### config.mk
export PLATFORM = sky130hd
export DESIGN_NAME = inv_shift_rows_stage_flat
export DESIGN_NICKNAME = d
export VERILOG_FILES = /design/src/rtl/aes_dec_pkg.sv /design/src/rtl/inv_shift_rows_stage_if.sv /design/src/rtl/inv_shift_rows_stage_perm.sv /design/src/rtl/inv_shift_rows_stage.sv /design/src/flat_wrapper.sv
export SDC_FILE = /design/constraint.sdc
export NUM_CORES = 1
export LEC_CHECK = 0
export BUFFER_PORTS_ARGS = -buffer_cell sky130_fd_sc_hd__buf_2
export CAP_MARGIN = 30
export CORE_MARGIN = 2
export CORE_UTILIZATION = 35
export CTS_CLUSTER_DIAMETER = 30
export CTS_CLUSTER_SIZE = 16
export DETAILED_ROUTE_END_ITERATION = 10
export GPL_TIMING_DRIVEN = 0
export PLACE_DENSITY_LB_ADDON = 0.1
export SLEW_MARGIN = 20
export SYNTH_ARGS = -nofsm -noshare
export SYNTH_HDL_FRONTEND = slang
export SYNTH_HIERARCHICAL = 1
export SYNTH_SLANG_ARGS = --single-unit
### constraint.sdc
create_clock -name clk -period 4.5 [get_ports clk]
set_input_delay 0.45 -clock clk [delete_from_list [all_inputs] [get_ports clk]]
set_output_delay 0.45 -clock clk [all_outputs]
set_load 0.005 [all_outputs]
### src/rtl/aes_dec_pkg.sv
// Shared AES decryption types: block width, byte-index helpers, output-buffer states.
package aes_dec_pkg;

  localparam int AES_BLOCK_W = 128;
  localparam int AES_BYTE_W  = 8;
  localparam int AES_NB      = 4;

  typedef enum logic [1:0] {
    EMPTY = 2'd0,
    ONE   = 2'd1,
    TWO   = 2'd2
  } buf_state_t;

  // Column-major state: byte 4c+r sits at the top of the vector for byte 0.
  function automatic int byte_idx(input int c, input int r);
    return AES_NB * c + r;
  endfunction

  function automatic int byte_msb(input int idx);
    return AES_BLOCK_W - 1 - AES_BYTE_W * idx;
  endfunction

endpackage

### src/rtl/inv_shift_rows_stage_if.sv
// Valid/ready block channel carrying one AES state plus its round tag.
interface inv_shift_rows_stage_if #(parameter int TAG_W = 4) ();

  logic                               valid;
  logic                               ready;
  logic [aes_dec_pkg::AES_BLOCK_W-1:0] data;
  logic [TAG_W-1:0]                   tag;

  modport master (output valid, output data, output tag, input  ready);
  modport slave  (input  valid, input  data, input  tag, output ready);

endinterface

### src/rtl/inv_shift_rows_stage_perm.sv
// Pure InvShiftRows byte permutation: row r of the state rotates right by r.
module inv_shift_rows
  import aes_dec_pkg::*;
(
  input  logic [AES_BLOCK_W-1:0] i_data,
  output logic [AES_BLOCK_W-1:0] o_data
);

  for (genvar c = 0; c < AES_NB; c++) begin : g_col
    for (genvar r = 0; r < AES_NB; r++) begin : g_row
      localparam int DST = byte_idx(c, r);
      localparam int SRC = byte_idx((c - r + AES_NB) % AES_NB, r);
      assign o_data[byte_msb(DST) -: AES_BYTE_W] = i_data[byte_msb(SRC) -: AES_BYTE_W];
    end
  end

endmodule

### src/rtl/inv_shift_rows_stage.sv
// InvShiftRows pipeline stage, 1-cycle latency, registered outputs.
// INV_SHIFT_ROWS_SKID_EN: 2-entry skid buffer with registered in_ready; otherwise single register.
module inv_shift_rows_stage
  import aes_dec_pkg::*;
#(
  parameter int TAG_W = 4
)
(
  input  logic clk,
  input  logic reset,
  inv_shift_rows_stage_if.slave  i_in,
  inv_shift_rows_stage_if.master o_out
);

  buf_state_t             r_state;
  buf_state_t             w_next;
  logic [AES_BLOCK_W-1:0] w_perm;
  logic [AES_BLOCK_W-1:0] r_out_data;
  logic [TAG_W-1:0]       r_out_tag;
  logic [AES_BLOCK_W-1:0] w_ld_data;
  logic [TAG_W-1:0]       w_ld_tag;
  logic                   w_ld_out;
  logic                   w_ld_in;
  logic                   w_in_rdy;
  logic                   w_out_vld;
  logic                   w_acc;
  logic                   w_drn;

  inv_shift_rows u_perm (
    .i_data (i_in.data),
    .o_data (w_perm)
  );

  assign w_out_vld   = (r_state != EMPTY);
  assign w_acc       = i_in.valid && w_in_rdy;
  assign w_drn       = w_out_vld && o_out.ready;
  assign i_in.ready  = w_in_rdy;
  assign o_out.valid = w_out_vld;
  assign o_out.data  = r_out_data;
  assign o_out.tag   = r_out_tag;

  always_ff @(posedge clk or posedge reset) begin
    if (reset) r_state <= EMPTY;
    else       r_state <= w_next;
  end

`ifdef INV_SHIFT_ROWS_SKID_EN
  logic                   r_rdy;
  logic [AES_BLOCK_W-1:0] r_skid_data;
  logic [TAG_W-1:0]       r_skid_tag;
  logic                   w_ld_skid;
  logic                   w_ld_from_skid;

  always_comb begin
    w_next         = r_state;
    w_ld_in        = 1'b0;
    w_ld_skid      = 1'b0;
    w_ld_from_skid = 1'b0;
    unique case (r_state)
      EMPTY: if (w_acc) begin
               w_next  = ONE;
               w_ld_in = 1'b1;
             end
      ONE: begin
             if (w_acc && w_drn) begin
               w_ld_in = 1'b1;
             end else if (w_acc) begin
               w_next    = TWO;
               w_ld_skid = 1'b1;
             end else if (w_drn) begin
               w_next = EMPTY;
             end
           end
      TWO: if (w_drn) begin
             w_next         = ONE;
             w_ld_from_skid = 1'b1;
           end
      default: w_next = EMPTY;
    endcase
  end

  assign w_ld_out  = w_ld_in || w_ld_from_skid;
  assign w_ld_data = w_ld_from_skid ? r_skid_data : w_perm;
  assign w_ld_tag  = w_ld_from_skid ? r_skid_tag  : i_in.tag;
  assign w_in_rdy  = r_rdy;

  // Ready is computed from the next state so it is registered yet never stale.
  always_ff @(posedge clk or posedge reset) begin
    if (reset) r_rdy <= 1'b0;
    else       r_rdy <= (w_next != TWO);
  end

  always_ff @(posedge clk or posedge reset) begin
    if (reset) begin
      r_skid_data <= '0;
      r_skid_tag  <= '0;
    end else if (w_ld_skid) begin
      r_skid_data <= w_perm;
      r_skid_tag  <= i_in.tag;
    end
  end
`else
  logic r_live;

  always_comb begin
    w_next  = r_state;
    w_ld_in = 1'b0;
    unique case (r_state)
      EMPTY: if (w_acc) begin
               w_next  = ONE;
               w_ld_in = 1'b1;
             end
      ONE: begin
             if (w_acc)      w_ld_in = 1'b1;
             else if (w_drn) w_next  = EMPTY;
           end
      default: w_next = EMPTY;
    endcase
  end

  assign w_ld_out  = w_ld_in;
  assign w_ld_data = w_perm;
  assign w_ld_tag  = i_in.tag;
  // r_live holds ready low through reset; afterwards ready is purely combinational.
  assign w_in_rdy  = r_live && (!w_out_vld || o_out.ready);

  always_ff @(posedge clk or posedge reset) begin
    if (reset) r_live <= 1'b0;
    else       r_live <= 1'b1;
  end
`endif

  always_ff @(posedge clk or posedge reset) begin
    if (reset) begin
      r_out_data <= '0;
      r_out_tag  <= '0;
    end else if (w_ld_out) begin
      r_out_data <= w_ld_data;
      r_out_tag  <= w_ld_tag;
    end
  end

endmodule

### src/flat_wrapper.sv
// flat-port wrapper written by rule: the top's interface ports become plain ports
module inv_shift_rows_stage_flat import aes_dec_pkg::*;
#(
  parameter int TAG_W = 4
)
  (clk, reset, i_in_valid, i_in_data, i_in_tag, i_in_ready, o_out_valid, o_out_data, o_out_tag, o_out_ready);
  inv_shift_rows_stage_if #(.TAG_W(TAG_W)) i_in_i ();
  inv_shift_rows_stage_if #(.TAG_W(TAG_W)) o_out_i ();
  input  logic clk;
  input  logic reset;
  input wire logic [$bits(i_in_i.valid)-1:0] i_in_valid;
  input wire logic [$bits(i_in_i.data)-1:0] i_in_data;
  input wire logic [$bits(i_in_i.tag)-1:0] i_in_tag;
  output wire logic [$bits(i_in_i.ready)-1:0] i_in_ready;
  output wire logic [$bits(o_out_i.valid)-1:0] o_out_valid;
  output wire logic [$bits(o_out_i.data)-1:0] o_out_data;
  output wire logic [$bits(o_out_i.tag)-1:0] o_out_tag;
  input wire logic [$bits(o_out_i.ready)-1:0] o_out_ready;
  assign i_in_i.valid = i_in_valid;
  assign i_in_i.data = i_in_data;
  assign i_in_i.tag = i_in_tag;
  assign i_in_ready = i_in_i.ready;
  assign o_out_valid = o_out_i.valid;
  assign o_out_data = o_out_i.data;
  assign o_out_tag = o_out_i.tag;
  assign o_out_i.ready = o_out_ready;
  inv_shift_rows_stage #(.TAG_W(TAG_W)) u_core (.clk(clk), .reset(reset), .i_in(i_in_i), .o_out(o_out_i));
endmodule
## Yosys cells after proc, flatten, opt, wreduce, memory -nomap -nowiden

Cells that the tools add are included.

| word-level totals | value |
|---|---|
| bits in registers | 135 |
| output and inout bits | 134 |
| word-level logic and storage cells | 23 |

| operators by class | value |
|---|---|
| equality and inequality tests | 4 |
| muxes and demuxes | 6 |
| reductions and logical operators | 9 |

Operators with widths:

| cell | count |
|---|---|
| $mux 2 | 3 |
| $ne 2x1->1 const B | 2 |
| $pmux 2 s2 | 1 |
| $logic_and 1x1->1 | 3 |
| $reduce_and 3->1 | 1 |
| $eq 2x1->1 const B | 1 |
| $logic_not 2->1 | 1 |
| $mux 1 | 2 |
| $ne 2x2->1 const B | 1 |
| $reduce_bool 2->1 | 1 |
| $reduce_or 2->1 | 1 |
| $logic_not 1->1 | 1 |
| $logic_or 1x1->1 | 1 |

## Longest topological paths before layout

| depth | value |
|---|---|
| depth in word-level cells | 7 |
| gate-level depth with buffers | 6 |
| depth with buffers taken out | 3 |

## Cells and area by module

Netlist, hierarchy kept.

By module, submodules not included:

| module | instances | cells each | area each (um^2) |
|---|---|---|---|
| inv_shift_rows_stage | 1 | 288 | 5330.1 |
| inv_shift_rows | 1 | 128 | 960.9 |

## Least setup slack after synthesis

Ideal clock, no wire load.

| timing | value |
|---|---|
| path type | input -> register |
| start | input o_out_ready |
| end | register u_core.r_out_data[100] (netlist: u_core/o_out.data[100]) |
| setup time | 0.125 ns |
| arrival time | 1.377 ns |
| data required time | 4.375 ns |
| setup slack | 2.997 ns |
| stages on the path | 6 |
| path buffers | 3 |
| cell sequence | nand2b_4 > nor2b_4 > buf_6 > buf_8 > buf_6 > mux2_4 |

| between the ends | value |
|---|---|
| longest elaborated chain between the ends | 5 |

Ends and longest elaborated chain:

| item | line | RTL |
|---|---|---|
| from (decl) | flat_wrapper.sv:18 | `input wire logic [$bits(o_out_i.ready)-1:0] o_out_ready;` |
| $logic_or 1x1->1 | inv_shift_rows_stage.sv:125 | `assign w_in_rdy = r_live && (!w_out_vld \|\| o_out.ready);` |
| $logic_and 1x1->1 | inv_shift_rows_stage.sv:125 |  |
| $logic_and 1x1->1 | inv_shift_rows_stage.sv:35 | `assign w_acc = i_in.valid && w_in_rdy;` |
| $mux 1 | inv_shift_rows_stage.sv:109, inv_shift_rows_stage.sv:114 |  |
| $mux 1 | n/a |  |
| to (signal assigned) | inv_shift_rows_stage.sv:138 | `r_out_data <= w_ld_data;` |
| to (decl) | inv_shift_rows_stage.sv:18 | `logic [AES_BLOCK_W-1:0] r_out_data;` |

No other way between the ends.
A chain may end at the register's enable or synchronous reset.

## Worst setup path after layout

| timing | value |
|---|---|
| start | register u_core.r_state[0] |
| end | output i_in_ready |

| between the ends | value |
|---|---|
| longest elaborated chain between the ends | 4 |

Ends and longest elaborated chain:

| item | line | RTL |
|---|---|---|
| from (decl) | inv_shift_rows_stage.sv:15 | `buf_state_t r_state;` |
| from (signal assigned) | inv_shift_rows_stage.sv:44 | `else r_state <= w_next;` |
| $reduce_bool 2->1 | inv_shift_rows_stage.sv:34 | `assign w_out_vld = (r_state != EMPTY);` |
| $logic_not 1->1 | inv_shift_rows_stage.sv:125 |  |
| $logic_or 1x1->1 | inv_shift_rows_stage.sv:125 |  |
| $logic_and 1x1->1 | inv_shift_rows_stage.sv:125 |  |
| to (decl) | flat_wrapper.sv:14 | `output wire logic [$bits(i_in_i.ready)-1:0] i_in_ready;` |

No other way between the ends.

==> flow_summary_export.csv <==
group,metric,value,unit
outcome,status,"completed",
synthesis,yosysSeqAreaShare,0.533,
drt,ant_nets,0,
pwr,total_leakage_power,3.93,nW
clock_tree,cts-resized-gates,0,
clock_tree,cts-buffers-inserted,17,
finish,nets,713,
setup_path,crit_arrival,1.12,ns
sta,setup_viol,0,
drt,dr.pass1.iters,4,
die,ios,270,
sta,finalCriticalPeriod,1.57,ns
synthesis,syn_nets,552,
clock_tree,clockRootBuffer,"clkbuf_16",
die,start_util,0.354,
pwr,clkPwrFrac,0.362,
setup_path,crit_buf_inv,1,
finish,final_util,0.443,
drt,drc,0,
clock_tree,clkSinkCount,134,
sta,hold_violations,0,
setup_path,cpMaxStageDelayCell,"dfrtp_1",
finish,area_delta_synth_final,25.1,%
synthesis,yosys.cell_types.count,13,
clock_tree,htree_levels,4,
sta,fin_hold_ws,0.0469,ns
clock_tree,clk_latency,0.40,ns
setup_path,max_stage_delay,0.38,ns
sta,fin_setup_tns,0,ns
finish,fin_cells,818,
global_routing,grt.total_usage,0.137,
synthesis,synthDominantCellAreaShare,0.533,
sta,max_freq,637,MHz
setup_path,critPathTopFamily,"flip-flops",
global_routing,antenna_found_initial,0,
finish,drive_gt1_frac,0.764,
synthesis,synthTopCellsByArea,"dfrtp_1 53%, mux2_4 19%, buf_4 15%",
clock_tree,cts_buffer_depth,2,
clock_tree,clk_pin_slew,0.06,ns
die,core_area,0.0178,sq mm
setup_path,crit_type,"reg2out",
global_routing,grt_max_degree,81,
clock_tree,cts_tree,"done",
global_routing,grt_first_pass_wirelength,20700,um
drt,drtIter0Drc,92,
placed_design,hpwl,9490,um
die,die_h,138,um
pwr,internal-power,0.00267,W
synthesis,yosysTopAreaCell,"dfrtp_1",
job,drv_cap,0,
global_routing,grt_pass1_vias,3857,
drt,vias,3409,
global_routing,overflow,0,
drt,viasPerCell,4.17,
pwr,comb_power_share,0.206,
sta,drv_slew,0,
placed_design,io_buffers,141,
setup_path,path_cells,"nand2b_4 -> and2_1 -> buf_2",
setup_path,crit_required,4.05,ns
synthesis,syn_area,0.00629,sq mm
pwr,p_switching,0.000879,W
pwr,power,0.00355,W
clock_tree,post-cts-setup-buffers,0,
synthesis,ys_warn_count,6,
clock_tree,postCtsHoldBufs,0,
pwr,swShare,0.248,
synthesis,synth-seq-cells,134,
sta,layout_worst_path_cycle_share,0.349,
placed_design,dpl.cell_count,787,
drt,totalWireLength,12800,um
synthesis,syn_inst,416,
sta,rsz0062_at_grt,"false",
finish,diodes,0,
synthesis,avgSynthCellArea,15.1,sq um
sta,clock_skew,0.00591,ns
pwr,power_density,451,mW/mm^2
worst_hold_path,min_path_type,"in2async",
setup_path,crit_path_max_fanout,3,
die,dieWidth,138,um
setup_path,critPathLaunchType,"flip-flop",
die,dieArea,0.0191,sq mm
placed_design,gp_congestion,0.709,
die,rows,49,
setup_path,endpoint_kind,"output pin",
drt,wl_per_cell,15.7,um
pwr,power.share.sequential,0.433,
pwr,ir_drop,0.240,mV
## through the flow
stage / area [sq um] / setup WS [ns]
finish: 7870 / 2.93
global route: 7870 / 2.85
detailed placement: 7320 / 2.75
floorplan: 6290 / 0.467
global placement: 7280 / -1.21
CTS: 7870 / 2.90
## worst paths after layout
path | start | to | slack, ns | depth (start not counted)
max in group asynchronous | reset | u_core/o_out.data[18] | 3.72 | 3
min | reset | u_core/o_out.data[0] | 0.05 | 2
min reg2reg | u_core/o_out.data[37] | u_core/o_out.data[37] | 0.50 | 1
max reg2reg | u_core/r_state[0] | u_core/o_out.data[116] | 2.95 | 6
max | u_core/r_state[0] | i_in_ready | 2.93 | 3
min in group clk | i_in_data[115] | u_core/o_out.data[83] | 0.27 | 2
## layout make-up
class                      instances  area, sq um
timing repair buffer             142          733
sequential                       134         3350
fill                            1660         9910
buffer                           143         1100
clock buffer                      19          443
clock inverter                    12          106
multi-input combinational        138         1830
tap                              229          287
inverter                           1         11.3
## cell families after synthesis
| family | Yosys count | share of synthesized area |
|---|---|---|
| buffers and inverters | 144 | 0.176 |
| DFF | 134 | 0.533 |
| muxes | 132 | 0.284 |
| and+or+nand+nor | 5 | 0.00656 |
| other | 1 | 0.000596 |
## synth_stat cells
cell type  count
mux2_2        52
conb_1         1
buf_6          9
and2_1         1
nand2b_4       1
nand2_1        2
nor2b_4        1
buf_4        128
mux2_4        80
inv_1          1
buf_8          1
dfrtp_1      134
buf_2          5
## cell usage in the layout, fill, tap and decap left out, types with 4 or more instances in the layout
cell,Yosys,layout
mux2_4,80,80
buf_4,128,128
buf_2,5,146
mux2_2,52,52
clkinvlp_4,0,4
buf_6,9,9
dfrtp_1,134,134
clkinv_2,0,4
clkbuf_16,0,17
## routing by layer
metal / vias to the layer above / routed length (um) / track usage
met1: 1652 / 5350 / 0.165
met2: 164 / 6070 / 0.220
met3: 11 / 1180 / 0.0540
met4: 0 / 206 / 0.0596
met5: - / 0 / 0
li1: 1582 / - / -
## flip-flops by register name, indices dropped and copies added (netlist names)
name / cells
u_core/o_out.data: 128
u_core/r_state: 1
u_core/r_live: 1
u_core/o_out.tag: 4
## worst reg2reg max path: stages (launching register included)
cell	delay, ns
dfrtp_1	0.40
nand2b_4	0.08
nor2b_4	0.14
buf_6	0.13
buf_8	0.17
buf_6	0.20
mux2_4	0.32
## power by group through the flow
stage | Combinational (W) | Sequential, W | Clock, W
after global placement | 0.000735 | 0.00155 | 0
final | 0.000730 | 0.00154 | 0.00128
after floorplan | 0.000419 | 0.00157 | 0
after detailed placement | 0.000748 | 0.00155 | 0
after CTS | 0.000747 | 0.00154 | 0.00134
after global routing | 0.000791 | 0.00157 | 0.00139
Note: power is estimated with default switching activity, not from simulation.
